$ cat src/rtl/lut_activation_scheduler_if.sv
// Bundle of the requester, response and shared-LUT signals of one activation scheduler.
// The slave modport is the scheduler's view; master is the surrounding layer's view.
interface lut_activation_scheduler_if #(
   parameter int NREQ   = 4,
   parameter int DATA_W = 8,
   parameter int ADDR_W = 4,
   parameter int FRAC_W = 4
);
   logic [NREQ-1:0]                 req;
   logic [NREQ*(ADDR_W+FRAC_W)-1:0] req_x;
   logic [NREQ-1:0]                 grant;
   logic [ADDR_W-1:0]               lut_address;
   logic [DATA_W-1:0]               lut_base;
   logic [DATA_W-1:0]               lut_next;
   logic [NREQ-1:0]                 resp_valid;
   logic [DATA_W-1:0]               resp_data;
   logic                            resp_ready;
   logic                            busy;

   modport slave (
      input  req, req_x, lut_base, lut_next, resp_ready,
      output grant, lut_address, resp_valid, resp_data, busy
   );

   modport master (
      output req, req_x, lut_base, lut_next, resp_ready,
      input  grant, lut_address, resp_valid, resp_data, busy
   );
endinterface

$ cat src/rtl/lut_activation_scheduler.sv
// Round-robin scheduler sharing one activation LUT among NREQ neurons, with
// piecewise-linear interpolation between adjacent LUT entries and saturation.
module lut_activation_scheduler #(
   parameter int NREQ   = 4,
   parameter int DATA_W = 8,
   parameter int ADDR_W = 4,
   parameter int FRAC_W = 4
) (
   input  logic clk,
   input  logic rst,
   lut_activation_scheduler_if.slave bus
);
   localparam int x_w    = ADDR_W + FRAC_W;
   localparam int id_w   = (NREQ > 1) ? $clog2(NREQ) : 1;
   localparam int prod_w = DATA_W + FRAC_W + 2;
   localparam int sum_w  = prod_w + 1;
   localparam logic signed [sum_w-1:0] sat_max = sum_w'((2 ** (DATA_W - 1)) - 1);
   localparam logic signed [sum_w-1:0] sat_min = sum_w'(-(2 ** (DATA_W - 1)));

   typedef enum logic [1:0] {idle, lookup, interp, resp} state_t;

   state_t                     state_reg, state_next;
   logic [id_w-1:0]            rr_ptr_reg;
   logic [id_w-1:0]            id_reg;
   logic [ADDR_W-1:0]          addr_reg;
   logic [FRAC_W-1:0]          frac_reg;
   logic signed [DATA_W-1:0]   base_reg;
   logic signed [DATA_W-1:0]   next_reg;
   logic [DATA_W-1:0]          resp_data_reg;

   logic [x_w-1:0]             x_slice [NREQ];
   logic [x_w-1:0]             x_pick;
   logic                       pick_found;
   logic [id_w-1:0]            pick_id;

   logic signed [DATA_W:0]     diff;
   logic signed [prod_w-1:0]   prod;
   logic signed [prod_w-1:0]   shifted;
   logic signed [sum_w-1:0]    y_sum;
   logic [DATA_W-1:0]          y_sat;

   genvar gi;
   generate
      for (gi = 0; gi < NREQ; gi++) begin : g_slice
         assign x_slice[gi] = bus.req_x[gi*x_w +: x_w];
      end
   endgenerate

   // First requester strictly after the last one served, wrapping around.
   always_comb begin
      pick_found = 1'b0;
      pick_id    = '0;
      for (int k = 1; k <= NREQ; k++) begin
         if (!pick_found && bus.req[(int'(rr_ptr_reg) + k) % NREQ]) begin
            pick_found = 1'b1;
            pick_id    = id_w'((int'(rr_ptr_reg) + k) % NREQ);
         end
      end
   end

   assign x_pick = x_slice[pick_id];

   // Arithmetic shift floors toward -inf; the wide sum cannot overflow before clamping.
   always_comb begin
      diff    = (DATA_W+1)'(next_reg) - (DATA_W+1)'(base_reg);
      prod    = prod_w'(diff) * prod_w'($signed({1'b0, frac_reg}));
      shifted = prod >>> FRAC_W;
      y_sum   = sum_w'(base_reg) + sum_w'(shifted);
      if (y_sum > sat_max) begin
         y_sat = sat_max[DATA_W-1:0];
      end else if (y_sum < sat_min) begin
         y_sat = sat_min[DATA_W-1:0];
      end else begin
         y_sat = y_sum[DATA_W-1:0];
      end
   end

   always_ff @(posedge clk or negedge rst) begin
      if (!rst) begin
         state_reg     <= idle;
         rr_ptr_reg    <= id_w'(NREQ - 1);
         id_reg        <= '0;
         addr_reg      <= '0;
         frac_reg      <= '0;
         base_reg      <= '0;
         next_reg      <= '0;
         resp_data_reg <= '0;
      end else begin
         state_reg <= state_next;
         case (state_reg)
            idle: begin
               if (pick_found) begin
                  id_reg   <= pick_id;
                  addr_reg <= x_pick[x_w-1:FRAC_W];
                  frac_reg <= x_pick[FRAC_W-1:0];
               end
            end
            lookup: begin
               base_reg <= bus.lut_base;
               next_reg <= bus.lut_next;
            end
            interp: resp_data_reg <= y_sat;
            resp: begin
               if (bus.resp_ready) begin
                  rr_ptr_reg <= id_reg;
               end
            end
            default: ;
         endcase
      end
   end

   always_comb begin
      state_next = state_reg;
      case (state_reg)
         idle:    if (pick_found) state_next = lookup;
         lookup:  state_next = interp;
         interp:  state_next = resp;
         resp:    if (bus.resp_ready) state_next = idle;
         default: state_next = idle;
      endcase
   end

   always_comb begin
      bus.grant       = '0;
      bus.resp_valid  = '0;
      bus.busy        = (state_reg != idle);
      bus.lut_address = addr_reg;
      bus.resp_data   = resp_data_reg;
      if (state_reg == idle && pick_found) begin
         bus.grant = NREQ'(1) << pick_id;
      end
      if (state_reg == resp) begin
         bus.resp_valid = NREQ'(1) << id_reg;
      end
   end
endmodule

$ cat src/flat_wrapper.sv
// flat-port wrapper written by rule: the top's interface ports become plain ports
module lut_activation_scheduler_flat 
#(
   parameter int NREQ   = 4,
   parameter int DATA_W = 8,
   parameter int ADDR_W = 4,
   parameter int FRAC_W = 4
)
  (clk, rst, bus_req, bus_req_x, bus_lut_base, bus_lut_next, bus_resp_ready, bus_grant, bus_lut_address, bus_resp_valid, bus_resp_data, bus_busy);
  lut_activation_scheduler_if #(.NREQ(NREQ), .DATA_W(DATA_W), .ADDR_W(ADDR_W), .FRAC_W(FRAC_W)) bus_i ();
  input  logic clk;
  input  logic rst;
  input wire logic [$bits(bus_i.req)-1:0] bus_req;
  input wire logic [$bits(bus_i.req_x)-1:0] bus_req_x;
  input wire logic [$bits(bus_i.lut_base)-1:0] bus_lut_base;
  input wire logic [$bits(bus_i.lut_next)-1:0] bus_lut_next;
  input wire logic [$bits(bus_i.resp_ready)-1:0] bus_resp_ready;
  output wire logic [$bits(bus_i.grant)-1:0] bus_grant;
  output wire logic [$bits(bus_i.lut_address)-1:0] bus_lut_address;
  output wire logic [$bits(bus_i.resp_valid)-1:0] bus_resp_valid;
  output wire logic [$bits(bus_i.resp_data)-1:0] bus_resp_data;
  output wire logic [$bits(bus_i.busy)-1:0] bus_busy;
  assign bus_i.req = bus_req;
  assign bus_i.req_x = bus_req_x;
  assign bus_i.lut_base = bus_lut_base;
  assign bus_i.lut_next = bus_lut_next;
  assign bus_i.resp_ready = bus_resp_ready;
  assign bus_grant = bus_i.grant;
  assign bus_lut_address = bus_i.lut_address;
  assign bus_resp_valid = bus_i.resp_valid;
  assign bus_resp_data = bus_i.resp_data;
  assign bus_busy = bus_i.busy;
  lut_activation_scheduler #(.NREQ(NREQ), .DATA_W(DATA_W), .ADDR_W(ADDR_W), .FRAC_W(FRAC_W)) u_core (.clk(clk), .rst(rst), .bus(bus_i));
endmodule
$ cat config.mk
export PLATFORM = sky130hd
export DESIGN_NAME = lut_activation_scheduler_flat
export DESIGN_NICKNAME = d
export VERILOG_FILES = /design/src/rtl/lut_activation_scheduler_if.sv /design/src/rtl/lut_activation_scheduler.sv /design/src/flat_wrapper.sv
export SDC_FILE = /design/constraint.sdc
export NUM_CORES = 1
export LEC_CHECK = 0
export BUFFER_PORTS_ARGS = -buffer_cell sky130_fd_sc_hd__buf_2
export CORE_MARGIN = 2
export CORE_UTILIZATION = 57
export DETAILED_ROUTE_END_ITERATION = 10
export GPL_ROUTABILITY_DRIVEN = 0
export GPL_TIMING_DRIVEN = 0
export PLACE_DENSITY = 0.79
export SLEW_MARGIN = 20
export SYNTH_ARGS = -nofsm -noshare
export SYNTH_HDL_FRONTEND = slang
export SYNTH_SLANG_ARGS = --single-unit
export TNS_END_PERCENT = 10
$ cat constraint.sdc
create_clock -name clk -period 9.03 [get_ports clk]
set_clock_uncertainty 0.2 [all_clocks]
set_input_delay 0.903 -clock clk [delete_from_list [all_inputs] [get_ports clk]]
set_output_delay 0.903 -clock clk [all_outputs]
set_load 0.01 [all_outputs]
==> results.yml, run 1 <==
hold_path:
  hold_depth: 2
  hp-start: "u_core.bus.lut_address[3]$_DFFE_PN0P_"
  hold_path.class: "register to register"
  holdPathEnd: "u_core.bus.lut_address[3]$_DFFE_PN0P_"
placement:
  dpl.hpwl_um: 6890
  dp_cells: 631
  portBuffers: 75
sta:
  slew_violations: 0
  max_freq_mhz: 141
  setup_tns_ns: 0
  relSlewSlack_pct: 42.2
  period_needed_ns: 7.09
  setup_viol: 0
  finalHoldViolCount: 0
  rsz0062_at_grt: "no"
  tightest_slew_ns: 0.868
  period_share_pct: 78.5
  hold_ws_ns: 0.282
yosys:
  synth_edf_count: 0
  avgSynthCellArea_um2: 8.86
  ys_top_cells_by_count: "inv_1, ha_1, nand2_1"
  synth_seq_area_share_pct: 23.4
  synth_area_leader_cell: "dfrtp_1"
  synth_flop_cell: "dfrtp_1"
  ys_types: 52
  async_reset_ff_share_pct: 100
  syn-num-nets: 583
  synth_area_mm2: 0.00408
  yosysWarnings: 0
  synth_seq_cells: 38
  yosysMostFrequentCell: "inv_1"
  synthTopCellsByArea: "dfrtp_1, ha_1, fa_1"
  yosysTopAreaCellShare_pct: 22.1
  postSynthCellCount: 460
clocking:
  cts_made_buffers: 5
  cts_max_path_buffers: 2
  cts_sinks: 38
  clock-root-buffer: "clkbuf_8"
  holdBufCountCts: 0
  cts_setup_buffers: 0
  cts_htree_levels: 2
  path_clk_slew_ns: 0.08
  cts_resized: 0
  clock_latency_ns: 0.30
  cts_tree: "yes"
global_routing:
  grtUsageTotal_pct: 23.1
  grt_pass1_vias: 3331
  grt_overflow: 0
  antenna_found_initial: 0
  grt_pass1_wl_um: 14300
  grt_max_degree: 39
setup_path:
  crit_required_ns: 9.01
  cp_max_fo: 7
  r2r_slack_ns: 1.94
  timing.critical_path.to_type: "register"
  arrival_ns: 7.06
  r2r_cells: 30
  worstSetupPathType: "register to register"
  r2r-end: "u_core.bus.resp_data[1]$_DFFE_PN0P_"
  rr_startpoint: "u_core.base_reg[1]$_DFFE_PN0N_"
  worst_path_max_delay_cell: "fa_1"
  cpPeakStageDelay_ns: 0.55
  cp-start-kind: "register"
cells_and_area:
  area_growth_pct: 14.4
  fin_cells: 639
  n_fill_cell: 576
  antenna-diode-count: 0
  drive_above_1_share_pct: 22.5
  final_util_pct: 67.9
  final_nets: 665
die:
  initial_core_util_pct: 59.3
  io_pins: 76
  die_w_um: 88.6
  die_area_mm2: 0.00784
  core-area_mm2: 0.00687
  rows: 30
  die_h_um: 88.6
job:
  maxCapViolations: 0
route:
  postRouteAntennaNets: 0
  num_vias: 3340
  routedWlPerCell_um: 12.9
  drt_pass1_iterations: 5
  drt-total-wl_um: 8230
  dr.first_iter.drc_count: 74
  routed_via_density: 5.23
  drc: 0
run_status:
  status: "completed"
-- metal layers --
layer / vias to the layer above / share of wire (%) / global-route usage, %
met5: - / 0 / 0
met3: 10 / 4.8 / 4.20
met2: 84 / 49 / 43.1
met1: 1542 / 45 / 26.8
li1: 1704 / - / -
met4: 0 / 1.3 / 6.89
-- logic make-up (layout without fill, tap and decap cells) --
family,count (synthesis),count (layout),synth area share (%)
simple gates,137,137,17.3
compound gates,93,93,15.5
buf+inv,75,158,7.37
fa+ha+maj,68,68,24.6
flops,38,38,23.4
mux,27,27,7.18
xor+xnor,22,22,4.73
-- worst max-delay path by stage --
stage / start / end / slack [ns] / cells past startpoint
floorplan: u_core.base_reg[1]$_DFFE_PN0N_ / u_core.bus.resp_data[2]$_DFFE_PN0P_ / 2.69 / 30
global placement: u_core.base_reg[1]$_DFFE_PN0N_ / u_core.bus.resp_data[2]$_DFFE_PN0P_ / 2.14 / 30
detailed placement: u_core.base_reg[1]$_DFFE_PN0N_ / u_core.bus.resp_data[1]$_DFFE_PN0P_ / 1.99 / 30
CTS: u_core.base_reg[1]$_DFFE_PN0N_ / u_core.bus.resp_data[1]$_DFFE_PN0P_ / 1.96 / 30
global route: u_core.base_reg[1]$_DFFE_PN0N_ / u_core.bus.resp_data[0]$_DFFE_PN0P_ / 1.28 / 30
finish: u_core.base_reg[1]$_DFFE_PN0N_ / u_core.bus.resp_data[1]$_DFFE_PN0P_ / 1.94 / 30
-- final cells by class --
cell class | instances | area (µm²) | area share (%)
Buffer | 14 | 71.3 | 1.53
Clock buffer | 7 | 86.3 | 1.85
Clock inverter | 1 | 5.00 | 0.107
Inverter | 61 | 229 | 4.91
Multi-Input combinational cell | 347 | 2820 | 60.5
Sequential cell | 38 | 953 | 20.5
Tap cell | 96 | 120 | 2.58
Timing Repair Buffer | 75 | 375 | 8.05
-- cells in the final DEF (no fill, tap or decap), types with 16 or more instances in the layout --
master	Yosys	final
buf_2	3	78
inv_1	61	61
nor2_1	23	23
mux2_2	18	18
o21ai_0	42	42
fa_1	20	20
xnor2_1	17	17
nand2_1	46	46
dfrtp_1	36	36
nor2b_1	16	16
and2_1	22	22
ha_1	48	48
-- stage by stage --
| step | setup slack, ns | cell area (µm²) |
|---|---|---|
| 2_1_floorplan | 2.69 | 4080 |
| 6_report | 1.94 | 4660 |
| 4_1_cts | 1.96 | 4660 |
| 3_3_place_gp | 2.14 | 4570 |
| 5_1_grt | 1.28 | 4660 |
| 3_5_place_dp | 1.99 | 4570 |
-- worst max-delay path: cells and delay by family, from the launching register on --
kind	cells	cell delay, ns
XOR/XNOR	2	0.32
buffers and inverters	3	0.19
flip-flops	1	0.45
adder cells (fa/ha/maj)	6	2.29
AO/OA/AOI/OAI	14	2.81
AND/OR/NAND/NOR	5	0.70
Power of run 1 is not shown: default switching activity piles up to over one toggle a cycle in this logic, so the estimate is an artifact.
==> run 2: changes to the inputs <==
CORE_UTILIZATION = 52   (was 57)
PLACE_DENSITY = 0.75   (was 0.79)
clock period = 6.44 ns   (was 9.03 ns; I/O delays follow)
==> run 2 against run 1 <==
  * Global-route usage is 1.3 points lower
  * Clock-buffer cell count down 2
  * Wire length is 11% higher
  * Non-clock buffer count grew 19
  * Setup slack worse by 1.9 ns
  * Critical path type unchanged
==> results.yml, run 2 (synthesis results as in run 1) <==
die:
  die_w_um: 92.5
  die_h_um: 92.5
  initial_core_util_pct: 53.3
  core-area_mm2: 0.00765
  io_pins: 76
  die_area_mm2: 0.00856
  rows: 32
sta:
  period_needed_ns: 6.40
  rsz0062_at_grt: "yes"
  hold_ws_ns: 0.252
  tightest_slew_ns: 0.832
  slew_violations: 0
  relSlewSlack_pct: 44.5
  setup_viol: 0
  max_freq_mhz: 156
  period_share_pct: 99.3
  finalHoldViolCount: 0
clocking:
  cts_htree_levels: 2
  clock_latency_ns: 0.29
  cts_sinks: 38
  cts_max_path_buffers: 2
  holdBufCountCts: 0
  cts_tree: "yes"
  clock-root-buffer: "clkbuf_8"
  path_clk_slew_ns: 0.08
  cts_made_buffers: 5
global_routing:
  grt_max_degree: 39
  grt_overflow: 0
  grtUsageTotal_pct: 21.8
  grt_pass1_wl_um: 15300
  antenna_found_initial: 0
  grt_pass1_vias: 3509
route:
  routed_via_density: 5.24
  postRouteAntennaNets: 0
  num_vias: 3480
  drt-total-wl_um: 9110
  routedWlPerCell_um: 13.7
  drt_pass1_iterations: 4
  dr.first_iter.drc_count: 82
  drc: 0
placement:
  portBuffers: 75
  dpl.hpwl_um: 7160
  dp_cells: 637
hold_path:
  hold_path.class: "primary input to asynchronous set/reset pin"
cells_and_area:
  antenna-diode-count: 0
  final-seq-area_um2: 955
  final_util_pct: 67.4
  fin_cells: 664
  drive_above_1_share_pct: 33.5
  area_growth_pct: 26.5
  mostFrequentLayoutCell: "buf_2"
  multiInputGateArea_mm2: 0.00312
  final_nets: 684
  n_fill_cell: 601
  final_cell_mix: "buf_2, inv_1, nand2_1"
setup_path:
  cp_max_fo: 8
  r2r_cells: 27
  timing.critical_path.to_type: "register"
  crit_required_ns: 6.40
  arrival_ns: 6.36
  cp-start-kind: "register"
  worstSetupPathType: "register to register"
run_status:
  status: "completed"
job:
  maxCapViolations: 0
[run 2: cell types whose count changed in the layout (fill, tap and decap cells not counted), moves of 3 or more]
cell     change
xnor2_1      -4
nor2b_1      -5
ha_1        -11
xnor2_2      +4
and2_4       +5
inv_1        -5
ha_4        +11
buf_4       +19
inv_2        +5
o21ai_0      -5
nor2b_2      +3
and2_1       -5
nor2_1       -3
o21ai_2      +5
[run 2: worst paths after layout]
path                                                  startpoint                               endpoint  slack [ns]
setup / recovery                  u_core.base_reg[0]$_DFFE_PN0N_    u_core.bus.resp_data[5]$_DFFE_PN0P_        0.04
hold / removal                                               rst        u_core.state_reg[0]$_DFFE_PN0P_        0.25
setup reg to reg                  u_core.base_reg[0]$_DFFE_PN0N_    u_core.bus.resp_data[5]$_DFFE_PN0P_        0.04
hold reg to reg            u_core.bus.lut_address[3]$_DFFE_PN0P_  u_core.bus.lut_address[3]$_DFFE_PN0P_        0.29
max in group asynchronous                                    rst         u_core.base_reg[1]$_DFFE_PN0N_        5.22
min in group clk           u_core.bus.lut_address[3]$_DFFE_PN0P_  u_core.bus.lut_address[3]$_DFFE_PN0P_        0.29
[run 2: critical path: stages, from the launching register on]
cell and delay, ns:
dfrtp_1 0.42, ha_4 0.18, fa_2 0.39, nor2b_2 0.15, o21ai_2 0.09, nor2b_4 0.14
xnor2_2 0.15, buf_4 0.15, and2_4 0.15, fa_1 0.50, fa_1 0.57, ha_4 0.22
nand4b_1 0.10, o211ai_2 0.15, o41a_1 0.46, o21ai_0 0.18, nand2b_1 0.09, xor2_1 0.15
ha_1 0.30, buf_6 0.15, a211oi_4 0.24, o221ai_2 0.16, o2bb2ai_4 0.16, a311oi_4 0.33
buf_4 0.18, o31ai_4 0.10, o211ai_1 0.11, o21ai_1 0.09
[run 2: metrics by stage]
stage	area [µm²]	setup TNS (ns)	worst slack [ns]
floorplan	4080	0	0.0990
global placement	4580	-3.23	-0.468
detailed placement	4580	-4.85	-0.695
CTS	4960	0	0.000976
global route	5150	-2.23	-0.336
finish	5150	0	0.0446
[run 2: final cells by class]
class	instances	area share, %
multi-input combinational	347	60.5
sequential	38	18.5
timing repair buffer	94	10.1
inverter	61	4.44
tap	102	2.48
buffer	14	1.38
clock buffer	5	1.34
clock inverter	3	1.34
[run 2: what timing repair did]
| action | CTS | global route |
|---|---|---|
| setup buffers | 13 | 7 |
| setup endpoints to repair | 8 | 8 |
| gates resized for setup | 32 | 27 |
| pin swaps | 22 | 36 |
[run 2: per-layer routing]
layer | part of all wire [%] | vias to the layer above | global-route usage [%]
li1 | - | 1744 | -
met1 | 44 | 1632 | 27.2
met2 | 50 | 89 | 39.8
met3 | 4.4 | 15 | 3.58
met4 | 1.4 | 0 | 4.23
met5 | 0 | - | 0
Power of run 2 is left out for the same reason.
